===== src/rtl/stack_pkg.sv =====
// Shared definitions for the stack controller slice.
//   op_e    : request opcode carried on req_op
//   state_e : controller sequencing state
package stack_pkg;

  typedef enum logic [1:0] {
    OP_PUSH    = 2'd0,
    OP_POP     = 2'd1,
    OP_REPLACE = 2'd2,
    OP_PEEK    = 2'd3
  } op_e;

  typedef enum logic {
    ST_IDLE  = 1'b0,
    ST_FLUSH = 1'b1
  } state_e;

endpackage


===== src/rtl/stack.sv =====
// Shift-register stack: one head word plus DEPTH tail words, no reset.
//   clk   : clock
//   we_i  : write in_i into head
//   me_i  : move enable (shift the whole stack)
//   md_i  : move direction, 0 = down (push), 1 = up (pop)
//   in_i  : write data
//   top_o : current head word
module stack #(
  parameter int unsigned WIDTH = 16,
  parameter int unsigned DEPTH = 10
) (
  input  logic             clk,
  input  logic             we_i,
  input  logic             me_i,
  input  logic             md_i,
  input  logic [WIDTH-1:0] in_i,
  output logic [WIDTH-1:0] top_o
);

  logic [WIDTH-1:0] head_q;
  logic [WIDTH-1:0] tail_q [DEPTH];

  assign top_o = head_q;

  always_ff @(posedge clk) begin
    if (me_i) begin
      if (md_i) begin
        // Shift up; zero fills from the bottom so repeated pops clear storage.
        head_q <= tail_q[0];
        for (int unsigned i = 0; i + 1 < DEPTH; i++) begin
          tail_q[i] <= tail_q[i+1];
        end
        tail_q[DEPTH-1] <= '0;
      end else begin
        // Shift down; the bottom tail word falls off the end.
        head_q <= we_i ? in_i : head_q;
        tail_q[0] <= head_q;
        for (int unsigned i = 1; i < DEPTH; i++) begin
          tail_q[i] <= tail_q[i-1];
        end
      end
    end else if (we_i) begin
      head_q <= in_i;
    end
  end

endmodule


===== src/rtl/stack_ctrl.sv =====
// Request/response controller around a shift-register stack.
//   clk, rst            : clock, synchronous active-high reset
//   req_valid/req_ready : request handshake
//   req_op, req_data    : opcode (PUSH/POP/REPLACE/PEEK) and write data
//   flush               : pulse to start clearing the stack
//   clr_err             : clear sticky ovf/unf
//   rsp_valid/data/err  : one-cycle response, err on empty-stack access
//   count, empty, full  : occupancy
//   ovf, unf            : sticky overflow/underflow
//   busy                : flush in progress
module stack_ctrl
  import stack_pkg::*;
#(
  parameter int unsigned WIDTH     = 16,
  parameter int unsigned DEPTH     = 10,
  parameter bit          OVERWRITE = 1'b1
) (
  input  logic                      clk,
  input  logic                      rst,
  input  logic                      req_valid,
  output logic                      req_ready,
  input  logic [1:0]                req_op,
  input  logic [WIDTH-1:0]          req_data,
  input  logic                      flush,
  input  logic                      clr_err,
  output logic                      rsp_valid,
  output logic [WIDTH-1:0]          rsp_data,
  output logic                      rsp_err,
  output logic [$clog2(DEPTH+2)-1:0] count,
  output logic                      empty,
  output logic                      full,
  output logic                      ovf,
  output logic                      unf,
  output logic                      busy
);

  localparam int unsigned CAP = DEPTH + 1;
  localparam int unsigned CW  = $clog2(CAP + 1);

  state_e           state_q, state_d;
  logic [CW-1:0]    count_q, count_d;
  logic [CW-1:0]    fcnt_q, fcnt_d;
  logic             ovf_q, ovf_d, unf_q, unf_d;
  logic             rsp_valid_q, rsp_valid_d;
  logic             rsp_err_q, rsp_err_d;
  logic [WIDTH-1:0] rsp_data_q, rsp_data_d;

  logic             st_we, st_me, st_md;
  logic [WIDTH-1:0] st_top;
  logic             ovf_set, unf_set;
  logic             is_empty, is_full;
  op_e              op;

  assign op       = op_e'(req_op);
  assign is_empty = (count_q == '0);
  assign is_full  = (count_q == CW'(CAP));

  always_comb begin
    state_d     = state_q;
    count_d     = count_q;
    fcnt_d      = fcnt_q;
    rsp_valid_d = 1'b0;
    rsp_err_d   = 1'b0;
    rsp_data_d  = '0;
    st_we       = 1'b0;
    st_me       = 1'b0;
    st_md       = 1'b0;
    ovf_set     = 1'b0;
    unf_set     = 1'b0;
    req_ready   = 1'b0;

    unique case (state_q)
      ST_IDLE: begin
        req_ready = !flush && !(op == OP_PUSH && is_full && !OVERWRITE);
        if (flush) begin
          state_d = ST_FLUSH;
          fcnt_d  = '0;
          count_d = '0;
        end else if (req_valid && req_ready) begin
          unique case (op)
            OP_PUSH: begin
              st_we = 1'b1;
              st_me = 1'b1;
              if (is_full) ovf_set = 1'b1;
              else         count_d = count_q + CW'(1);
            end
            OP_POP: begin
              rsp_valid_d = 1'b1;
              if (is_empty) begin
                rsp_err_d = 1'b1;
                unf_set   = 1'b1;
              end else begin
                st_me      = 1'b1;
                st_md      = 1'b1;
                count_d    = count_q - CW'(1);
                rsp_data_d = st_top;
              end
            end
            OP_REPLACE: begin
              rsp_valid_d = 1'b1;
              st_we       = 1'b1;
              if (is_empty) begin
                // Acts as a push so the new word becomes the only entry.
                st_me     = 1'b1;
                count_d   = CW'(1);
                rsp_err_d = 1'b1;
                unf_set   = 1'b1;
              end else begin
                rsp_data_d = st_top;
              end
            end
            OP_PEEK: begin
              rsp_valid_d = 1'b1;
              if (is_empty) begin
                rsp_err_d = 1'b1;
                unf_set   = 1'b1;
              end else begin
                rsp_data_d = st_top;
              end
            end
            default: ;
          endcase
        end
      end
      ST_FLUSH: begin
        // CAP upward shifts push zeros through every head/tail word.
        st_me = 1'b1;
        st_md = 1'b1;
        if (fcnt_q == CW'(CAP - 1)) state_d = ST_IDLE;
        else                        fcnt_d  = fcnt_q + CW'(1);
      end
      default: state_d = ST_IDLE;
    endcase

    ovf_d = ovf_set | (ovf_q & ~clr_err);
    unf_d = unf_set | (unf_q & ~clr_err);
  end

  always_ff @(posedge clk) begin
    if (rst) begin
      state_q     <= ST_IDLE;
      count_q     <= '0;
      fcnt_q      <= '0;
      ovf_q       <= 1'b0;
      unf_q       <= 1'b0;
      rsp_valid_q <= 1'b0;
      rsp_err_q   <= 1'b0;
      rsp_data_q  <= '0;
    end else begin
      state_q     <= state_d;
      count_q     <= count_d;
      fcnt_q      <= fcnt_d;
      ovf_q       <= ovf_d;
      unf_q       <= unf_d;
      rsp_valid_q <= rsp_valid_d;
      rsp_err_q   <= rsp_err_d;
      rsp_data_q  <= rsp_data_d;
    end
  end

  stack #(
    .WIDTH (WIDTH),
    .DEPTH (DEPTH)
  ) u_stack (
    .clk   (clk),
    .we_i  (st_we),
    .me_i  (st_me),
    .md_i  (st_md),
    .in_i  (req_data),
    .top_o (st_top)
  );

  assign count     = count_q;
  assign empty     = is_empty;
  assign full      = is_full;
  assign ovf       = ovf_q;
  assign unf       = unf_q;
  assign busy      = (state_q == ST_FLUSH);
  assign rsp_valid = rsp_valid_q;
  assign rsp_err   = rsp_err_q;
  assign rsp_data  = rsp_data_q;

endmodule


===== config.mk =====
export PLATFORM = sky130hd
export DESIGN_NAME = stack_ctrl
export DESIGN_NICKNAME = d
export VERILOG_FILES = /design/src/rtl/stack_pkg.sv /design/src/rtl/stack.sv /design/src/rtl/stack_ctrl.sv
export SDC_FILE = /design/constraint.sdc
export NUM_CORES = 1
export LEC_CHECK = 0
export BUFFER_PORTS_ARGS = -buffer_cell sky130_fd_sc_hd__buf_2
export CORE_ASPECT_RATIO = 0.8
export CORE_MARGIN = 1
export CORE_UTILIZATION = 50
export CTS_CLUSTER_DIAMETER = 150
export DETAILED_ROUTE_END_ITERATION = 10
export HOLD_SLACK_MARGIN = 0.1
export PLACE_DENSITY_LB_ADDON = 0.05
export SLEW_MARGIN = 10
export SYNTH_ARGS = -nofsm -noshare
export SYNTH_HDL_FRONTEND = slang
export SYNTH_SLANG_ARGS = --single-unit

===== constraint.sdc =====
create_clock -name clk -period 20.7 [get_ports clk]
set_input_delay 3.105 -clock clk [delete_from_list [all_inputs] [get_ports clk]]
set_output_delay 3.105 -clock clk [all_outputs]
set_load 0.01 [all_outputs]

### Yosys cells after proc, flatten, opt, wreduce, memory -nomap -nowiden

Memories as Yosys holds them, arrays and structs flattened.
Index checks and enable logic that the tools add are counted.
W data, S select, Z words.

* flip-flop bits (word level): 45
* RAM bits: 160
* output and inout bits: 28
* word-level logic and storage cells: 109
* memories kept: 1

* add/sub/neg operators: 3
* equal/unequal tests: 10
* multiplexer cells: 56
* bitwise operators: 18
* reduce and logical (&&, ||, !) cells: 12

Memories
* u_stack.tail_q: words 10, width 16, read ports 10, clocked after Yosys merged registers in 0, write ports 10, RTL line stack.sv:21 `logic [WIDTH-1:0] tail_q [DEPTH];`

Operators by type and width (count)
* $mux W16: 13
* $mux W1: 30
* $mux W4: 7
* $or A1 B1 Y1: 12
* $pmux W4 S3: 1
* $ne A3 B3 Y1 const B: 3
* $add A4 B1 Y4 const B: 2
* $eq A4 B4 Y1 const B: 2
* $pmux W4 S2: 1
* $pmux W1 S2: 3
* $reduce_and A6 Y1: 1
* $reduce_or A6 Y1: 1
* $eq A2 B2 Y1 const B: 2
* $logic_not A4 Y1: 1
* $ne A2 B2 Y1 const B: 2
* $not A1 Y1: 4
* $reduce_bool A4 Y1: 1
* $reduce_or A4 Y1: 1
* $sub A4 B1 Y4 const B: 1
* $pmux W1 S3: 1
* $reduce_or A3 Y1: 1
* $and A1 B1 Y1: 2
* $eq A2 B1 Y1 const B: 1
* $logic_not A2 Y1: 1
* other kinds (5): 5

### Logic depth before layout (Yosys ltp)

* depth in word-level cells: 10
* depth in mapped cells: 8
* mapped depth without buffers: 8

### Hierarchy

Synthesis repeated with hierarchy kept, for this count alone.

* cells, all modules: 541
* area total of the unflattened synthesis: 8923.6 um^2

Modules (own cells, without submodules)
* stack: instances 1, cells each 412, area each 7701.1 um^2
* stack_ctrl: instances 1, cells each 129, area each 1222.4 um^2

### Worst setup path before layout

OpenSTA, ideal clock, no wires.

* path kind: input to register
* from: in req_op[0]
* to: mem u_stack.tail_q[0][0] (enable)
* setup time: 0.900 ns
* arrival: 14.578 ns
* slack: 5.221 ns
* stages on the path: 4
* path buffers: 0
* cells stage by stage: inv_1 > nand2_1 > a21boi_0 > o21ai_0

RTL lines
* start: declaration: RTL line stack_ctrl.sv:22 `input logic [1:0] req_op,`
* end: declaration: RTL line stack.sv:21

### Worst setup path in the final report

* from: in flush
* to: out req_ready

* longest elaborated chain between the ends: 2

RTL lines
* start: declaration: RTL line stack_ctrl.sv:24 `input logic flush,`
* $logic_not A1 Y1: RTL line stack_ctrl.sv:74 `req_ready = !flush && !(op == OP_PUSH && is_full && !OVERWRITE);`
* $mux W1: RTL line stack_ctrl.sv:72 `unique case (state_q)`
* end: declaration: RTL line stack_ctrl.sv:21 `output logic req_ready,`

Every way passes these cells.

==> flow_summary.rst <==
.. list-table::
   :header-rows: 1

   * - Metric
     - Value
   * - Outcome
     - completed
   * - Dominant synthesized flop cell
     - sky130_fd_sc_hd__edfxtp_1
   * - Worst setup timing slack at the placement stage
     - 13.87 ns
   * - Total Neg Setup Slack
     - 0 ns
   * - TritonCTS clock tree
     - built
   * - Kind of end point of the critical path
     - primary output
   * - Tot GR Track Use
     - 16.1%
   * - Launching element type of the critical path
     - input pin
   * - Power density over the cells
     - 96.6 nW/um^2
   * - Max Transition Viols Final
     - 0
   * - Most frequent cells in the layout
     - 160 x sky130_fd_sc_hd__edfxtp_1, 84 x sky130_fd_sc_hd__mux2_1, 60 x sky130_fd_sc_hd__mux2_2, 50 x sky130_fd_sc_hd__buf_2, 45 x sky130_fd_sc_hd__dfxtp_1
   * - Final period demand of the worst path
     - 6.82 ns
   * - Actual slew at the worst max-slew pin
     - 1.09 ns
   * - Ant diodes
     - 0
   * - Number of setup violations in the final report
     - 0
   * - Clk_lat worst skew
     - 0.48 ns
   * - Area of placed instances
     - 8970 sq um
   * - Largest buffer count on any clock path
     - 3
   * - Mapped Avg Cell Area
     - 15.9 sq um
   * - Via count of the first global-routing pass
     - 4,582
   * - Height of the die
     - 119 microns
   * - Maximum clock frequency
     - 147 MHz
   * - Compound-gate portion of the synthesized area
     - 2.94%
   * - DRC violation total after the first TritonRoute iteration
     - 195
   * - Max IR drop VDD
     - 0.0000595 V
   * - Initial DRT Pass Iterations
     - 4
   * - Library cell contributing the largest single delay on the critical path
     - sky130_fd_sc_hd__nor2_1
   * - Die outline width
     - 148 microns
   * - Leakage power
     - 3.48 nW
   * - Final core utilization
     - 57.7%
   * - Worst endpoint required time
     - 17.59 ns
   * - Overall die area
     - 17,600 sq um
   * - Part of the cycle the worst path needs
     - 33.0%
   * - Clock transition at the registers of the reported paths
     - 0.06 ns
   * - Max Clock Skew
     - 0.0100 ns
   * - Number of enable-type register cells in the synthesized netlist
     - 160
   * - Global-route wire length before repair
     - 22.8 mm
   * - Number of hold-repair buffers added at the cts stage
     - 0
   * - Layout fillers
     - 1,316
   * - Average vias per placed instance
     - 5.25
   * - Net Count, Synth
     - 567
   * - Xor/xnor cell area share of the yosys netlist
     - 0.205%
   * - Cells along the critical path
     - buf_2, nor2_1, buf_2
   * - Syn Std Cell Area
     - 8550 sq um
   * - Routability cong.
     - 0.813
   * - Synthesized flop and latch total
     - 205
   * - Cell taking the most area after synthesis
     - sky130_fd_sc_hd__edfxtp_1
   * - Post-synthesis sequential area ratio
     - 66.8%
   * - Routed WL
     - 13.4 mm
   * - Post-synthesis async set-or-reset flop share
     - 0%
   * - Most common cell after layout, fill and taps aside
     - sky130_fd_sc_hd__edfxtp_1
   * - Total non-filler cell area in the finished layout
     - 9580 sq um
   * - FF/Latch Area
     - 5710 sq um
   * - Final Net Count
     - 623
   * - Clock root buffer
     - sky130_fd_sc_hd__clkbuf_16
   * - Setup repair after global routing missed its margin
     - false
   * - Worst Hold Class
     - flip-flop to flip-flop
   * - Setup bufs post-CTS
     - 0
   * - Final hold violation count
     - 0
   * - Arrival time of the worst setup path
     - 3.72 ns
   * - Antenna Violating Nets Remaining
     - 0
   * - Site row count
     - 42
   * - Share of synthesized cell area in and, or, nand and nor gates
     - 5.55%
   * - Total area of multi-input combinational cells
     - 2650 sq um
   * - Maximum number of pins on one net before global-route repair
     - 91
   * - Max_cap viols
     - 0
   * - Final standard cell count with taps included and fillers excluded
     - 826
   * - Warnings, synthesis
     - 0
   * - Number of instances in the synthesized netlist
     - 536
   * - TritonCTS Buffers
     - 21
   * - Library cells used by synthesis
     - 43
   * - Area growth from synthesis to final layout
     - 12.1%
   * - Top post-synthesis cells by area
     - sky130_fd_sc_hd__edfxtp_1 56%, sky130_fd_sc_hd__mux2_1 11%, sky130_fd_sc_hd__dfxtp_1 11%, sky130_fd_sc_hd__mux2_2 7.9%, sky130_fd_sc_hd__and2_1 2.4%
   * - Post-placement cell count
     - 789
   * - Port Buffer Count
     - 50
   * - Relative max-transition margin
     - 27.2%
   * - Top-area cell type share of the netlist area
     - 56.2%
   * - Number of top-level pins
     - 51
   * - Longest individual stage delay on the worst path
     - 0.28 ns
   * - Largest fanout on the critical path
     - 6
   * - Initial core utilization
     - 51.5%
   * - Number of sinks driven by the clock tree
     - 205
   * - Core Area
     - 16,600 sq um
   * - Post-cts sizing count
     - 0
   * - Dominant combinational cell family by area after synthesis
     - multiplexers
   * - Number of design rule violations left after detail routing
     - 0
   * - Post-synthesis mux area share
     - 21.0%
   * - Most common cell type on the critical path
     - sky130_fd_sc_hd__buf_2
   * - Detailed placement HPWL
     - 8.39 mm
   * - GRT overflow
     - 0
   * - Adder and majority cell fraction of the synthesized area
     - 1.17%
   * - Crit path kind
     - input pin to primary output
   * - Final setup margin
     - 13.88 ns
   * - Initial antenna violation count
     - 0
   * - Average routed wire per standard cell
     - 16.3 microns
   * - Via count
     - 4,336
   * - H-tree depth
     - 1
   * - Fraction of final layout cells sized beyond drive strength 1
     - 24.9%
flip-flops by register name, summed over array words and instances (netlist names):
signal          flops
count               4
rsp_data           16
unf                 1
busy                1
u_stack.top_o      16
rsp_err             1
fcnt_q              4
rsp_valid           1
u_stack.tail_q    160
ovf                 1
metrics by stage:
step | hold slack [ns] | total power, mW
final | 0.476 | 0.925
after global routing | 0.491 | 0.969
after CTS | 0.478 | 0.940
after detailed placement | 0.467 | 0.599
after global placement | 0.459 | 0.593
after floorplan | 0.446 | 0.586
critical path: cells and delay by family:
kind	cells	cell delay (ns)
buffers and inverters	2	0.33
AND/OR/NAND/NOR	1	0.28
cells in the mapped netlist, types with 2 or more instances:
master / number
sky130_fd_sc_hd__o32ai_1: 2
sky130_fd_sc_hd__ha_1: 8
sky130_fd_sc_hd__o21ai_0: 3
sky130_fd_sc_hd__mux2i_1: 17
sky130_fd_sc_hd__inv_1: 9
sky130_fd_sc_hd__nand2_1: 7
sky130_fd_sc_hd__dfxtp_1: 45
sky130_fd_sc_hd__and2_1: 33
sky130_fd_sc_hd__edfxtp_1: 160
sky130_fd_sc_hd__mux2_1: 84
sky130_fd_sc_hd__nor2_1: 30
sky130_fd_sc_hd__nand2b_1: 2
sky130_fd_sc_hd__or4_1: 2
sky130_fd_sc_hd__buf_6: 9
sky130_fd_sc_hd__mux2_2: 60
sky130_fd_sc_hd__nor3_1: 2
sky130_fd_sc_hd__clkbuf_1: 4
sky130_fd_sc_hd__buf_2: 8
sky130_fd_sc_hd__a21oi_1: 24
sky130_fd_sc_hd__nand3b_1: 4
worst paths after layout:
kind	to	from	slack (ns)	cells past startpoint
setup reg to reg	u_stack.tail_q[1][14]$_DFFE_PP_	count[0]$_SDFFE_PP0P_	17.05	7
hold / removal	unf$_SDFF_PP0_	unf$_SDFF_PP0_	0.48	2
setup / recovery	req_ready	flush	13.88	3
hold reg to reg	unf$_SDFF_PP0_	unf$_SDFF_PP0_	0.48	2
cell type report:
type / count / area share [%]
flip-flops and latches: 205 / 59.6
multi-input cells: 298 / 27.7
clock buffers: 31 / 6.09
repair buffers: 56 / 3.08
well taps: 220 / 2.87
inverters: 10 / 0.392
clock inverters: 6 / 0.313
metal layers:
metal | routed length [microns] | track usage [%]
met3 | 498 | 3.41
met5 | 0 | 0
met1 | 6070 | 20.4
met4 | 222 | 4.06
met2 | 6640 | 28.1
where the power goes:
| part | internal, mW | leakage (nW) | switching [mW] |
|---|---|---|---|
| Combinational | 0.0346 | 1.26 | 0.0372 |
| Sequential | 0.496 | 1.92 | 0.0200 |
| Clock | 0.194 | 0.298 | 0.143 |
kinds of logic after synthesis:
| family | after synthesis |
|---|---|
| AO/OA/AOI/OAI | 40 |
| XOR/XNOR | 2 |
| adder cells (fa/ha/maj) | 8 |
| buffers and inverters | 33 |
| flip-flops | 205 |
| multiplexers | 161 |
| AND/OR/NAND/NOR | 87 |
(Power assumes the default switching activity.)
